==> src/rtl/rgb565_to_gray.sv <==
// rtl/rgb565_to_gray.sv - RGB565 to 8-bit luminance, 3-stage pipeline with delayed syncs.
// Define GRAY_MEAN_EN to add the per-frame mean luminance unit (accumulator + serial divider).
module rgb565_to_gray #(
    parameter int ACC_W = 27,
    parameter int CNT_W = 19
) (
    input  logic        pclk,
    input  logic        rst_n,
    input  logic [15:0] data_rgb,
    input  logic        hsync_rgb,
    input  logic        vsync_rgb,
    output logic [7:0]  data_gray,
    output logic        hsync_gray,
    output logic        vsync_gray,
    output logic [7:0]  gray_mean,
    output logic        mean_valid
);

    // The divisor must fit the compare width and a single pixel must fit the accumulator.
    if (CNT_W > ACC_W || ACC_W < 8) begin : g_param_check
        $error("rgb565_to_gray: need 8 <= ACC_W and CNT_W <= ACC_W");
    end

    logic [7:0]  r8, g8, b8;
    logic [14:0] p_r_d, p_r_q;
    logic [15:0] p_g_d, p_g_q;
    logic [12:0] p_b_d, p_b_q;
    logic [15:0] sum_d, sum_q;
    logic [2:0]  hs_q, vs_q;
    logic [7:0]  data_gray_q;

    assign r8    = {data_rgb[15:11], data_rgb[15:13]};
    assign g8    = {data_rgb[10:5],  data_rgb[10:9]};
    assign b8    = {data_rgb[4:0],   data_rgb[4:2]};
    assign p_r_d = 15'(r8) * 15'd77;
    assign p_g_d = 16'(g8) * 16'd150;
    assign p_b_d = 13'(b8) * 13'd29;
    assign sum_d = 16'(p_r_q) + p_g_q + 16'(p_b_q);

    always_ff @(posedge pclk) begin
        if (!rst_n) begin
            p_r_q       <= '0;
            p_g_q       <= '0;
            p_b_q       <= '0;
            sum_q       <= '0;
            hs_q        <= '0;
            vs_q        <= '0;
            data_gray_q <= '0;
        end else begin
            p_r_q       <= p_r_d;
            p_g_q       <= p_g_d;
            p_b_q       <= p_b_d;
            sum_q       <= sum_d;
            hs_q        <= {hs_q[1:0], hsync_rgb};
            vs_q        <= {vs_q[1:0], vsync_rgb};
            data_gray_q <= hs_q[1] ? sum_q[15:8] : 8'd0;
        end
    end

    assign data_gray  = data_gray_q;
    assign hsync_gray = hs_q[2];
    assign vsync_gray = vs_q[2];

`ifdef GRAY_MEAN_EN
    localparam int CMP_W = ACC_W + 8;

    typedef enum logic [1:0] {IDLE, DIV, DONE} state_t;

    state_t           state_q, state_d;
    logic [ACC_W-1:0] acc_q, acc_d, rem_q, rem_d;
    logic [CNT_W-1:0] cnt_q, cnt_d, div_q;
    logic [ACC_W:0]   acc_sum;
    logic [CNT_W:0]   cnt_sum;
    logic [CMP_W-1:0] shifted;
    logic [7:0]       quo_q, quo_d, mean_q;
    logic [2:0]       iter_q;
    logic             vsync_prev_q, frame_edge, take;

    assign frame_edge = vsync_gray && !vsync_prev_q;
    assign acc_sum    = {1'b0, acc_q} + (ACC_W+1)'(data_gray);
    assign cnt_sum    = {1'b0, cnt_q} + (CNT_W+1)'(1);

    always_comb begin
        acc_d = acc_q;
        cnt_d = cnt_q;
        if (frame_edge) begin
            // The pixel coincident with the edge opens the new frame.
            acc_d = ACC_W'(data_gray);
            cnt_d = hsync_gray ? CNT_W'(1) : '0;
        end else if (hsync_gray) begin
            acc_d = acc_sum[ACC_W] ? '1 : acc_sum[ACC_W-1:0];
            cnt_d = cnt_sum[CNT_W] ? '1 : cnt_sum[CNT_W-1:0];
        end
    end

    // take implies shifted <= rem, so truncating shifted to ACC_W bits is exact.
    assign shifted = CMP_W'(div_q) << iter_q;
    assign take    = CMP_W'(rem_q) >= shifted;
    assign rem_d   = take ? rem_q - shifted[ACC_W-1:0] : rem_q;
    assign quo_d   = quo_q | (8'(take) << iter_q);

    always_ff @(posedge pclk) begin
        if (!rst_n) begin
            state_q <= IDLE;
        end else begin
            state_q <= state_d;
        end
    end

    always_comb begin
        state_d = state_q;
        if (frame_edge) begin
            state_d = (cnt_q != '0) ? DIV : IDLE;
        end else begin
            case (state_q)
                DIV:     if (iter_q == 3'd0) state_d = DONE;
                DONE:    state_d = IDLE;
                default: state_d = IDLE;
            endcase
        end
    end

    always_comb begin
        mean_valid = (state_q == DONE) && !frame_edge;
        gray_mean  = mean_valid ? quo_q : mean_q;
    end

    always_ff @(posedge pclk) begin
        if (!rst_n) begin
            acc_q        <= '0;
            cnt_q        <= '0;
            rem_q        <= '0;
            div_q        <= '0;
            quo_q        <= '0;
            iter_q       <= '0;
            mean_q       <= '0;
            vsync_prev_q <= 1'b0;
        end else begin
            acc_q        <= acc_d;
            cnt_q        <= cnt_d;
            vsync_prev_q <= vsync_gray;
            if (frame_edge) begin
                rem_q  <= acc_q;
                div_q  <= cnt_q;
                quo_q  <= '0;
                iter_q <= 3'd7;
            end else if (state_q == DIV) begin
                rem_q  <= rem_d;
                quo_q  <= quo_d;
                iter_q <= iter_q - 3'd1;
            end
            if (mean_valid) begin
                mean_q <= quo_q;
            end
        end
    end
`else
    assign gray_mean  = 8'd0;
    assign mean_valid = 1'b0;
`endif

endmodule

==> config.mk <==
export PLATFORM = sky130hd
export DESIGN_NAME = rgb565_to_gray
export DESIGN_NICKNAME = d
export VERILOG_FILES = /design/src/rtl/rgb565_to_gray.sv
export SDC_FILE = /design/constraint.sdc
export NUM_CORES = 1
export LEC_CHECK = 0
export ABC_AREA = 0
export CAP_MARGIN = 15
export CORE_UTILIZATION = 55
export DETAILED_ROUTE_END_ITERATION = 10
export PLACE_DENSITY = 0.76
export SLEW_MARGIN = 40
export SYNTH_ARGS = -nofsm -noshare
export SYNTH_HDL_FRONTEND = slang
export SYNTH_SLANG_ARGS = --single-unit
==> constraint.sdc <==
create_clock -name pclk -period 10.5 [get_ports pclk]
set_clock_uncertainty 0.2 [all_clocks]
set_input_delay 1.575 -clock pclk [delete_from_list [all_inputs] [get_ports pclk]]
set_output_delay 1.575 -clock pclk [all_outputs]
set_load 0.01 [all_outputs]
## Word-level counts from Yosys, hierarchy flattened

Cells that the tools add are included.

- Bits in registers: 74
- Logic and storage cells: 14

- $add $sub $neg: 2
- Multipliers: 3
- Reductions and logical operators: 1

Operator list:

| cell | number |
|---|---|
| multiplier 8 x 7 -> 15 bit (second input constant) | 2 |
| adder 15 x 16 -> 16 bit | 1 |
| adder 16 x 13 -> 16 bit | 1 |
| multiplier 8 x 5 -> 13 bit (second input constant) | 1 |
| AND reduction 2 bit | 1 |

## Depth between registers and ports, before layout

Gate-level depths: netlist (run 1).

- Depth after elaboration: 2
- Mapped depth: 14
- Depth with buffers taken out: 14

## Worst setup path after synthesis (run 1)

Ideal clock, no wire load.

- Kind: in2reg
- Start: in data_rgb[12]
- End: reg p_r_q[12]
- Arrival: 4.352 ns
- Setup slack: 5.820 ns
- Stages: 13
- Path buffers: 0
- Path through: ha_1 ha_1 inv_1 fa_1 fa_1 inv_1 ha_1 o21a_1 o21ai_0 nand2b_1 a41oi_1 xor2_1 nor2_1

- Cells in the longest elaborated chain, start to end: 1

RTL lines:

| element | line | source |
|---|---|---|
| start: declaration | 9 | `input logic [15:0] data_rgb,` |
| multiplier 8 x 7 -> 15 bit | 35 | `assign p_r_d = 15'(r8) * 15'd77;` |
| end signal: assignment | 50 | `p_r_q <= p_r_d;` |
| end: declaration | 25 | `logic [14:0] p_r_d, p_r_q;` |

Every way passes these cells.
A chain may end at the register's enable or synchronous reset.

## Worst setup path in the final report (run 1)

- Start: in data_rgb[15]
- End: reg p_r_q[12]

Same word-level chain as after synthesis.

==> results.cfg, run 1 <==
[outcome]
status = complete, no violations

[cells_and_area]
drive_gt1_share_pct = 3.62
fin_nets = 743
antenna_cells = 0
syn2layout_area_growth_pct = 11.9
final_cell_mix = 111 x ha_1, 76 x inv_1, 65 x dfxtp_1, 45 x nor2_1, 37 x fa_1
nFillCells = 778
finish.utilization_pct = 63.7
layout_commonest_cell = ha_1
final_cell_count_no_fill = 709
design_area_um2 = 5880

[route]
first_pass_iters = 4
viasPerCell = 5.17
post-route-drc-count = 0
wl_per_cell_um = 13.2
drt_iter0_markers = 100
num_vias = 3662
ant_nets = 0
wl_mm = 9.38

[global_routing]
grt_max_degree = 43
grt_usage_pct = 20.5
grt_pass1_vias = 3591
grt_pass1_wl_mm = 16.0
grt_antenna_before_repair = 0
grt_overflow = 0

[critical_path]
crit_path_end_kind = register
critPathBufInv = 1
crit_path_frequent_cell = ha_1
r2r-start = p_g_q[3]
startpoint = data_rgb[15]
crit_type = in2reg
r2r_slack_ns = 7.46
reg2reg_depth = 10
cpPeakStageDelay_ns = 0.65
arrival_ns = 5.18
r2r-end = sum_q[12]
crit_cells = 11
cp_max_fo = 7
crit_family = adder cells
required_ns = 10.51
path_cells = clkdlybuf4s50_1 > ha_1 > ha_1 > fa_1 > ha_1 > ha_1 > a2111oi_0 > o21ai_0 > a41oi_1 > xor2_1 > nor2_1
slowest_stage = clkdlybuf4s50_1
startpoint_type = primary input
endpoint = p_r_q[12]

[synthesis]
synth-seq-cells = 65
ys_seq_area_share_pct = 24.7
synth_area_per_cell_um2 = 9.70
synth_area_um2 = 5260
synth-warning-count = 0
ys_types = 45
synth_cells = 542

[floorplanning]
die_height_um = 99.8
initial_core_util_pct = 56.9
fp.dieW_um = 99.8
fp.dieArea_um2 = 9960
ioPinCount = 39
rows = 35
core_area_um2 = 9240

[place]
place_congestion = 0.860
place.detailed.hpwl_mm = 7.58
placedInstanceArea_um2 = 5660
portBuffers = 29
dp_cells = 693

[clock_tree]
cts_max_level = 3
cts_buffer_depth = 2
cts_tree = done
clk_pin_slew_worst_paths_ns = 0.07
cts_resized = 0
cts_root_buf = clkbuf_8
cts_made_buffers = 9
cts_setup_buffers = 0
clock-sinks = 65
holdBufCountCts = 0
insertion_delay_ns = 0.34

[timing]
finalSetupViolCount = 0
hold_violations = 0
report.final.slew_viol_count = 0
fin_tns_setup_ns = 0
rsz0062_at_grt = no
period_share_pct = 49.3
holdWs_ns = 0.233
period_needed_ns = 5.17
fmax_mhz = 193

[power_and_ir_drop]
power_density_nw_per_um2 = 209
ir_worst_vdd_v = 0.0000993
power_leakage_nw = 2.91

[hold_path]
min_path_type = reg2reg

[job]
cap_violations = 0
flip-flops by register name, summed over array words and instances, names as in the netlist:
signal / flops
p_r_q: 15
p_g_q: 15
sum_q: 8
p_b_q: 13
hs_q: 3
vs_q: 3
data_gray: 8
cell type report:
| cell class | count | area [um^2] | area share [%] |
|---|---|---|---|
| clock buffer | 10 | 138 | 2.34 |
| multi-input combinational | 392 | 3600 | 61.3 |
| clock inverter | 6 | 88.8 | 1.51 |
| inverter | 76 | 285 | 4.85 |
| timing repair buffer | 31 | 305 | 5.19 |
| tap | 129 | 161 | 2.74 |
| sequential | 65 | 1300 | 22.1 |
cell usage after synthesis, drive strengths merged:
cell type	number	area share [%]
nor3	13	1.2
o22a	1	0.17
o22ai	1	0.12
clkbuf	8	0.57
buf	9	1.3
mux2i	3	0.57
nand2b	6	0.71
o21bai	5	0.71
o211ai	1	0.14
a31oi	4	0.48
nand4	4	0.48
inv	76	5.4
nor3b	2	0.29
a41oi	1	0.17
xnor2	16	2.7
or4	1	0.14
nand3	6	0.57
o21ai	17	1.6
a21oi	25	2.4
conb	1	0.071
o2bb2ai	2	0.33
o311ai	1	0.17
nor2b	6	0.71
a211o	1	0.17
a2111oi	1	0.17
mux2	1	0.21
o31a	1	0.17
o21a	13	1.9
fa	37	14
a311oi	1	0.17
a21o	5	0.71
xor2	9	1.5
nand2	4	0.29
or3	6	0.71
a221oi	1	0.50
a311o	1	0.19
nor2	45	3.2
and3	10	1.2
a211oi	3	0.52
and4	1	0.17
and2	16	1.9
ha	111	26
dfxtp	65	25
nor4	1	0.12
worst min path at each step:
stage | endpoint | cells past startpoint | start | slack (ns)
finish | vs_q[2] | 1 | vs_q[1] | 0.23
global route | vs_q[2] | 1 | vs_q[1] | 0.25
CTS | vs_q[2] | 1 | vs_q[1] | 0.23
detailed placement | vs_q[2] | 1 | vs_q[1] | 0.22
global placement | vs_q[2] | 1 | vs_q[1] | 0.21
floorplan | hs_q[1] | 1 | hs_q[0] | 0.21
where the power goes:
group          switching [mW]  leakage, nW  internal, mW
Clock                  0.0964        0.109         0.140
Sequential             0.0274        0.538         0.305
Combinational           0.364         2.26         0.299
Total                   0.487         2.91         0.744
through the flow:
stage / power, mW / setup WS, ns
6_report: 1.23 / 5.33
5_1_grt: 1.35 / 4.96
4_1_cts: 1.24 / 5.37
3_5_place_dp: 0.994 / 5.02
3_3_place_gp: 0.971 / 5.07
2_1_floorplan: 0.857 / 5.82
routing by layer:
layer  track usage [%]  routed length, um  share of wire, %
met4              8.26                221               2.4
met5                 0                  0                 0
met2              34.9               4460                48
met3              3.97                275               2.9
met1              25.7               4420                47
cells by family (layout without fill, tap and decap cells):
family	Yosys count	count (layout)	synth area share [%]
AO/OA/AOI/OAI	85	85	10.7
AND/OR/NAND/NOR	121	121	11.7
other	1	9	0.0713
flip-flops	65	65	24.7
XOR/XNOR	25	25	4.16
adder cells (fa/ha/maj)	148	148	40.5
multiplexers	4	4	0.785
buffers and inverters	93	123	7.28
Power figures use the tool's default switching activity.
==> run 2, diff against run 1 <==
--- a/config.mk
+++ b/config.mk
@@ -7,9 +7,9 @@
 export LEC_CHECK = 0
 export ABC_AREA = 0
 export CAP_MARGIN = 15
-export CORE_UTILIZATION = 55
+export CORE_UTILIZATION = 54
 export DETAILED_ROUTE_END_ITERATION = 10
-export PLACE_DENSITY = 0.76
+export PLACE_DENSITY = 0.77
 export SLEW_MARGIN = 40
 export SYNTH_ARGS = -nofsm -noshare
 export SYNTH_HDL_FRONTEND = slang
==> constraint.sdc (replaced) <==
create_clock -name pclk -period 4.2 [get_ports pclk]
set_clock_uncertainty 0.2 [all_clocks]
set_input_delay 0.63 -clock pclk [delete_from_list [all_inputs] [get_ports pclk]]
set_output_delay 0.63 -clock pclk [all_outputs]
set_load 0.01 [all_outputs]
==> run 2 against run 1 <==
  * Hold slack better by 0.0062 ns
  * Clock power grew to 3.0 times the previous value
  * Routed wire length grew 10%
  * Register-to-register slack worse by 6.4 ns
==> results.cfg, run 2 (same netlist as run 1, synthesis figures left out) <==
[timing]
finalSetupViolCount = 0
hold_violations = 0
report.final.slew_viol_count = 0
fmax_mhz = 249
rsz0062_at_grt = no
period_share_pct = 95.6
period_needed_ns = 4.01
holdWs_ns = 0.239

[clock_tree]
clock-sinks = 65
cts_root_buf = clkbuf_8
clk_pin_slew_worst_paths_ns = 0.07
cts_setup_buffers = 0
cts_max_level = 3
cts_tree = done
cts_buffer_depth = 2
cts_resized = 0
insertion_delay_ns = 0.35
holdBufCountCts = 0
cts_made_buffers = 9

[place]
portBuffers = 29
place.detailed.hpwl_mm = 8.36
placedInstanceArea_um2 = 5910
place_congestion = 0.853

[global_routing]
grt_overflow = 0
grt_usage_pct = 22.8
grt_pass1_vias = 4053
grt_pass1_wl_mm = 17.9
grt_antenna_before_repair = 0
grt_max_degree = 33

[critical_path]
required_ns = 4.24
crit_path_frequent_cell = ha_1
crit_type = in2reg
path_cells = clkdlybuf4s50_1 > buf_4 > ha_1 > ha_1 > fa_1 > ha_1 > ha_1 > a2111oi_0 > o21ai_0 > a41oi_1 > xor2_1 > nor2_1
arrival_ns = 4.05
reg2reg_depth = 10
startpoint_type = primary input
r2r-end = sum_q[13]
cpPeakStageDelay_ns = 0.44
slowest_stage = clkdlybuf4s50_1
r2r-start = p_r_q[3]
r2r_slack_ns = 1.10
crit_path_end_kind = register
critPathBufInv = 2
cp_max_fo = 6
crit_family = adder cells

[route]
first_pass_iters = 5
wl_mm = 10.3
post-route-drc-count = 0
drt_iter0_markers = 142
num_vias = 3914
wl_per_cell_um = 13.9
viasPerCell = 5.27
ant_nets = 0

[hold_path]
min_to = vs_q[2]
worstHoldStart = vs_q[1]
min_path_type = reg2reg
min_path_cells = 1

[power_and_ir_drop]
power_density_nw_per_um2 = 533
power_mw = 3.29
ir_worst_vdd_v = 0.000296
power_leakage_nw = 3.10

[cells_and_area]
drive_gt1_share_pct = 8.96
layout_commonest_cell = ha_1
nFillCells = 714
design_area_um2 = 6180
fin_nets = 777
finish.utilization_pct = 66.3
final_cell_mix = 111 x ha_1, 76 x inv_1, 65 x dfxtp_1, 45 x nor2_1, 37 x fa_1
syn2layout_area_growth_pct = 17.5
antenna_cells = 0
reg_top3 = p_g_q: 15 flops, p_r_q: 15 flops, p_b_q: 13 flops

[floorplanning]
initial_core_util_pct = 56.4
fp.dieW_um = 101
die_height_um = 101
ioPinCount = 39
core_area_um2 = 9330
rows = 35
fp.dieArea_um2 = 10100

[outcome]
status = complete, no violations

[job]
cap_violations = 0
[run 2: cell types whose count changed in the layout (fill, tap and decap cells not counted), sizes merged]
cell / previous run / this run
buf: 2 / 36
bufinv: 2 / 4
clkinv: 1 / 3
clkinvlp: 2 / 0
clkbuf: 10 / 9
inv: 77 / 76
[run 2: metrics by stage]
| step | TNS [ns] | setup WS, ns | std cells |
|---|---|---|---|
| after floorplan | 0 | 0.465 | 550 |
| after global placement | -0.192 | -0.0971 | 727 |
| after detailed placement | -0.750 | -0.160 | 727 |
| after CTS | 0 | 0.212 | 743 |
| after global routing | 0 | 0.0331 | 743 |
| final | 0 | 0.186 | 743 |
[run 2: cell type report]
type | count | area (um^2) | area share [%]
Timing Repair Buffer | 65 | 561 | 9.07
Clock buffer | 9 | 124 | 2.00
Tap cell | 129 | 161 | 2.61
Inverter | 76 | 285 | 4.62
Multi-Input combinational cell | 392 | 3600 | 58.3
Sequential cell | 65 | 1300 | 21.1
Clock inverter | 7 | 143 | 2.31
[run 2: where the power goes]
group	internal, mW	switching, mW
registers	0.762	0.0688
clock network	0.455	0.251
logic	0.802	0.955
total	2.02	1.27
[run 2: worst max-delay path by stage]
stage	from	endpoint	slack, ns	depth (start not counted)
after detailed placement	data_rgb[12]	p_r_q[12]	-0.16	15
after global placement	data_rgb[12]	p_r_q[12]	-0.1	14
after global routing	data_rgb[12]	p_r_q[12]	0.03	15
after floorplan	data_rgb[12]	p_r_q[12]	0.47	13
final	data_rgb[13]	p_r_q[12]	0.19	12
after CTS	data_rgb[12]	p_r_q[12]	0.21	15
[run 2: layer usage]
metal | track usage [%] | part of all wire (%) | wire (um)
met5 | 0 | 0 | 0
met4 | 8.92 | 2.2 | 232
met3 | 3.68 | 3.5 | 363
met2 | 41.4 | 51 | 5230
met1 | 26.8 | 44 | 4500
[run 2: worst register-to-register path, stage by stage (launching register included)]
cell	delay (ns)
dfxtp_1	0.31
inv_1	0.05
fa_1	0.52
inv_1	0.04
ha_1	0.29
o21a_1	0.17
o2bb2ai_1	0.34
nor2_1	0.15
a221oi_4	0.45
mux2_2	0.38
o311ai_0	0.10
==> run 3, diff against run 2 <==
--- a/config.mk
+++ b/config.mk
@@ -7,6 +7,7 @@
 export LEC_CHECK = 0
 export ABC_AREA = 0
 export CAP_MARGIN = 15
+export CORE_MARGIN = 2
 export CORE_UTILIZATION = 54
 export DETAILED_ROUTE_END_ITERATION = 10
 export PLACE_DENSITY = 0.77
==> constraint.sdc (replaced) <==
create_clock -name pclk -period 4.2 [get_ports pclk]
set_clock_uncertainty 0.2 [all_clocks]
set_input_delay 0.63 -clock pclk [delete_from_list [all_inputs] [get_ports pclk]]
set_output_delay 0.63 -clock pclk [all_outputs]
set_load 0.02 [all_outputs]
==> run 3 against run 2 <==
  * Sequential power about the same
  * Critical path type unchanged
  * Non-clock buffer count stayed put
  * Register-to-register slack better by 0.05 ns
  * Flip-flop and latch count unchanged
  * Sequential share of layout area increased by 0.20 points
  * Final cell count grew 0.54%
  * Global-route usage shrank 2.3 points
  * Combinational power barely moved
  * Largest power group unchanged
  * Die area increased by 4.0%
  * Total power down 6.5%
  * Fmax barely moved
  * Hold slack gained 0.0043 ns
==> results.cfg, run 3 (same netlist as run 1, synthesis figures left out) <==
[outcome]
status = complete, no violations

[clock_tree]
clock-sinks = 65
cts_made_buffers = 9
cts_max_level = 3
cts_tree = done
insertion_delay_ns = 0.33
clk_pin_slew_worst_paths_ns = 0.07
cts_setup_buffers = 0
cts_buffer_depth = 2
cts_resized = 0
holdBufCountCts = 0
cts_root_buf = clkbuf_8

[critical_path]
required_ns = 4.27
reg2reg_depth = 10
r2r-end = sum_q[13]
cp_max_fo = 4
arrival_ns = 4.08
crit_path_end_kind = register
r2r_slack_ns = 1.15
startpoint_type = primary input
crit_type = in2reg
startpoint = data_rgb[8]
r2r-start = p_g_q[3]

[place]
place_congestion = 0.857
place.detailed.hpwl_mm = 8.21
placedInstanceArea_um2 = 5920
portBuffers = 29

[route]
wl_per_cell_um = 13.2
first_pass_iters = 4
drt_iter0_markers = 105
num_vias = 3847
wl_mm = 9.84
viasPerCell = 5.15
post-route-drc-count = 0
ant_nets = 0

[timing]
period_share_pct = 95.5
report.final.slew_viol_count = 0
worst_slew_pin_slew_ns = 0.578
rsz0062_at_grt = no
period_needed_ns = 4.01
finalSetupViolCount = 0
hold_violations = 0
fmax_mhz = 249
slew_headroom_pct = 61.4

[floorplanning]
die_height_um = 103
fp.dieW_um = 103
core_area_um2 = 9590
ioPinCount = 39
rows = 36
fp.dieArea_um2 = 10500
initial_core_util_pct = 54.8

[job]
cap_violations = 0

[global_routing]
grt_pass1_vias = 3978
met1_usage_pct = 25.4
grt_usage_pct = 20.5
grt_antenna_before_repair = 0
grt_overflow = 0
grt_max_degree = 33
grt_util_met2_pct = 36.4
grt_util_met3_pct = 3.73
top_usage_layer = met2
grt_pass1_wl_mm = 17.1

[power_and_ir_drop]
power_leakage_nw = 3.07
power_density_nw_per_um2 = 503
power_mw = 3.08
ir_worst_vdd_v = 0.000314

[cells_and_area]
reg_top3 = p_g_q: 15 flops, p_r_q: 15 flops, p_b_q: 13 flops
fin_nets = 777
antenna_cells = 0
layout_commonest_cell = ha_1
final_cell_mix = 111 x ha_1, 76 x inv_1, 65 x dfxtp_1, 45 x nor2_1, 37 x fa_1
nFillCells = 770
drive_gt1_share_pct = 9.12
syn2layout_area_growth_pct = 16.4
design_area_um2 = 6120

[hold_path]
min_path_cells = 1
worstHoldStart = vs_q[0]
min_to = vs_q[1]
min_path_type = reg2reg
==> run 3: changes by cell type in the layout (fill, tap and decap cells not counted), sizes merged <==
cell / change
bufinv: -3
clkinvlp: +1
clkinv: +1
clkbuf: +1
==> run 3: how the worst max path moves through the flow <==
stage | slack, ns | end | depth (start not counted)
final | 0.19 | p_g_q[14] | 14
after global routing | 0.02 | p_g_q[14] | 14
after CTS | 0.21 | p_r_q[12] | 14
after detailed placement | -0.14 | p_r_q[12] | 14
after global placement | -0.09 | p_r_q[12] | 14
after floorplan | 0.47 | p_r_q[12] | 13
==> run 3: where the power goes <==
part	switching [mW]	total (mW)	internal, mW	leakage, nW
clock	0.229	0.514	0.286	0.102
sequential	0.0668	0.829	0.762	0.538
combinational	0.934	1.74	0.801	2.43
total	1.23	3.08	1.85	3.07
==> run 3: critical path, stage by stage <==
cell	delay (ns)
clkdlybuf4s50_1	0.57
ha_1	0.27
ha_1	0.27
ha_1	0.27
inv_1	0.05
fa_1	0.50
inv_1	0.04
ha_1	0.36
nand3_1	0.11
o22ai_1	0.26
o22a_1	0.25
a21oi_1	0.09
a21oi_1	0.22
mux2i_1	0.20
==> run 3: final cells by class <==
cell class                      instances  area (um^2)  share of cell area, %
Multi-Input combinational cell        392         3610                   59.0
Sequential cell                        65         1300                   21.3
Timing Repair Buffer                   65          561                   9.16
Inverter                               76          285                   4.66
Tap cell                              133          166                   2.72
Clock buffer                           10          138                   2.25
Clock inverter                          6         57.6                  0.940
==> run 3: metrics by stage <==
stage	worst slack, ns	instances	utilization (%)	hold WS, ns	setup TNS, ns
global route	0.0163	747	63.8	0.262	0
floorplan	0.465	550	-	0.212	0
finish	0.188	747	63.8	0.243	0
CTS	0.205	747	63.7	0.250	0
detailed placement	-0.142	731	61.7	0.231	-0.607
global placement	-0.0868	731	61.7	0.223	-0.129
==> run 3: routing by layer <==
layer	vias up	part of all wire (%)
met5	-	0
met4	0	1.7
met3	18	3.7
met2	65	50
met1	1814	45
li1	1950	-
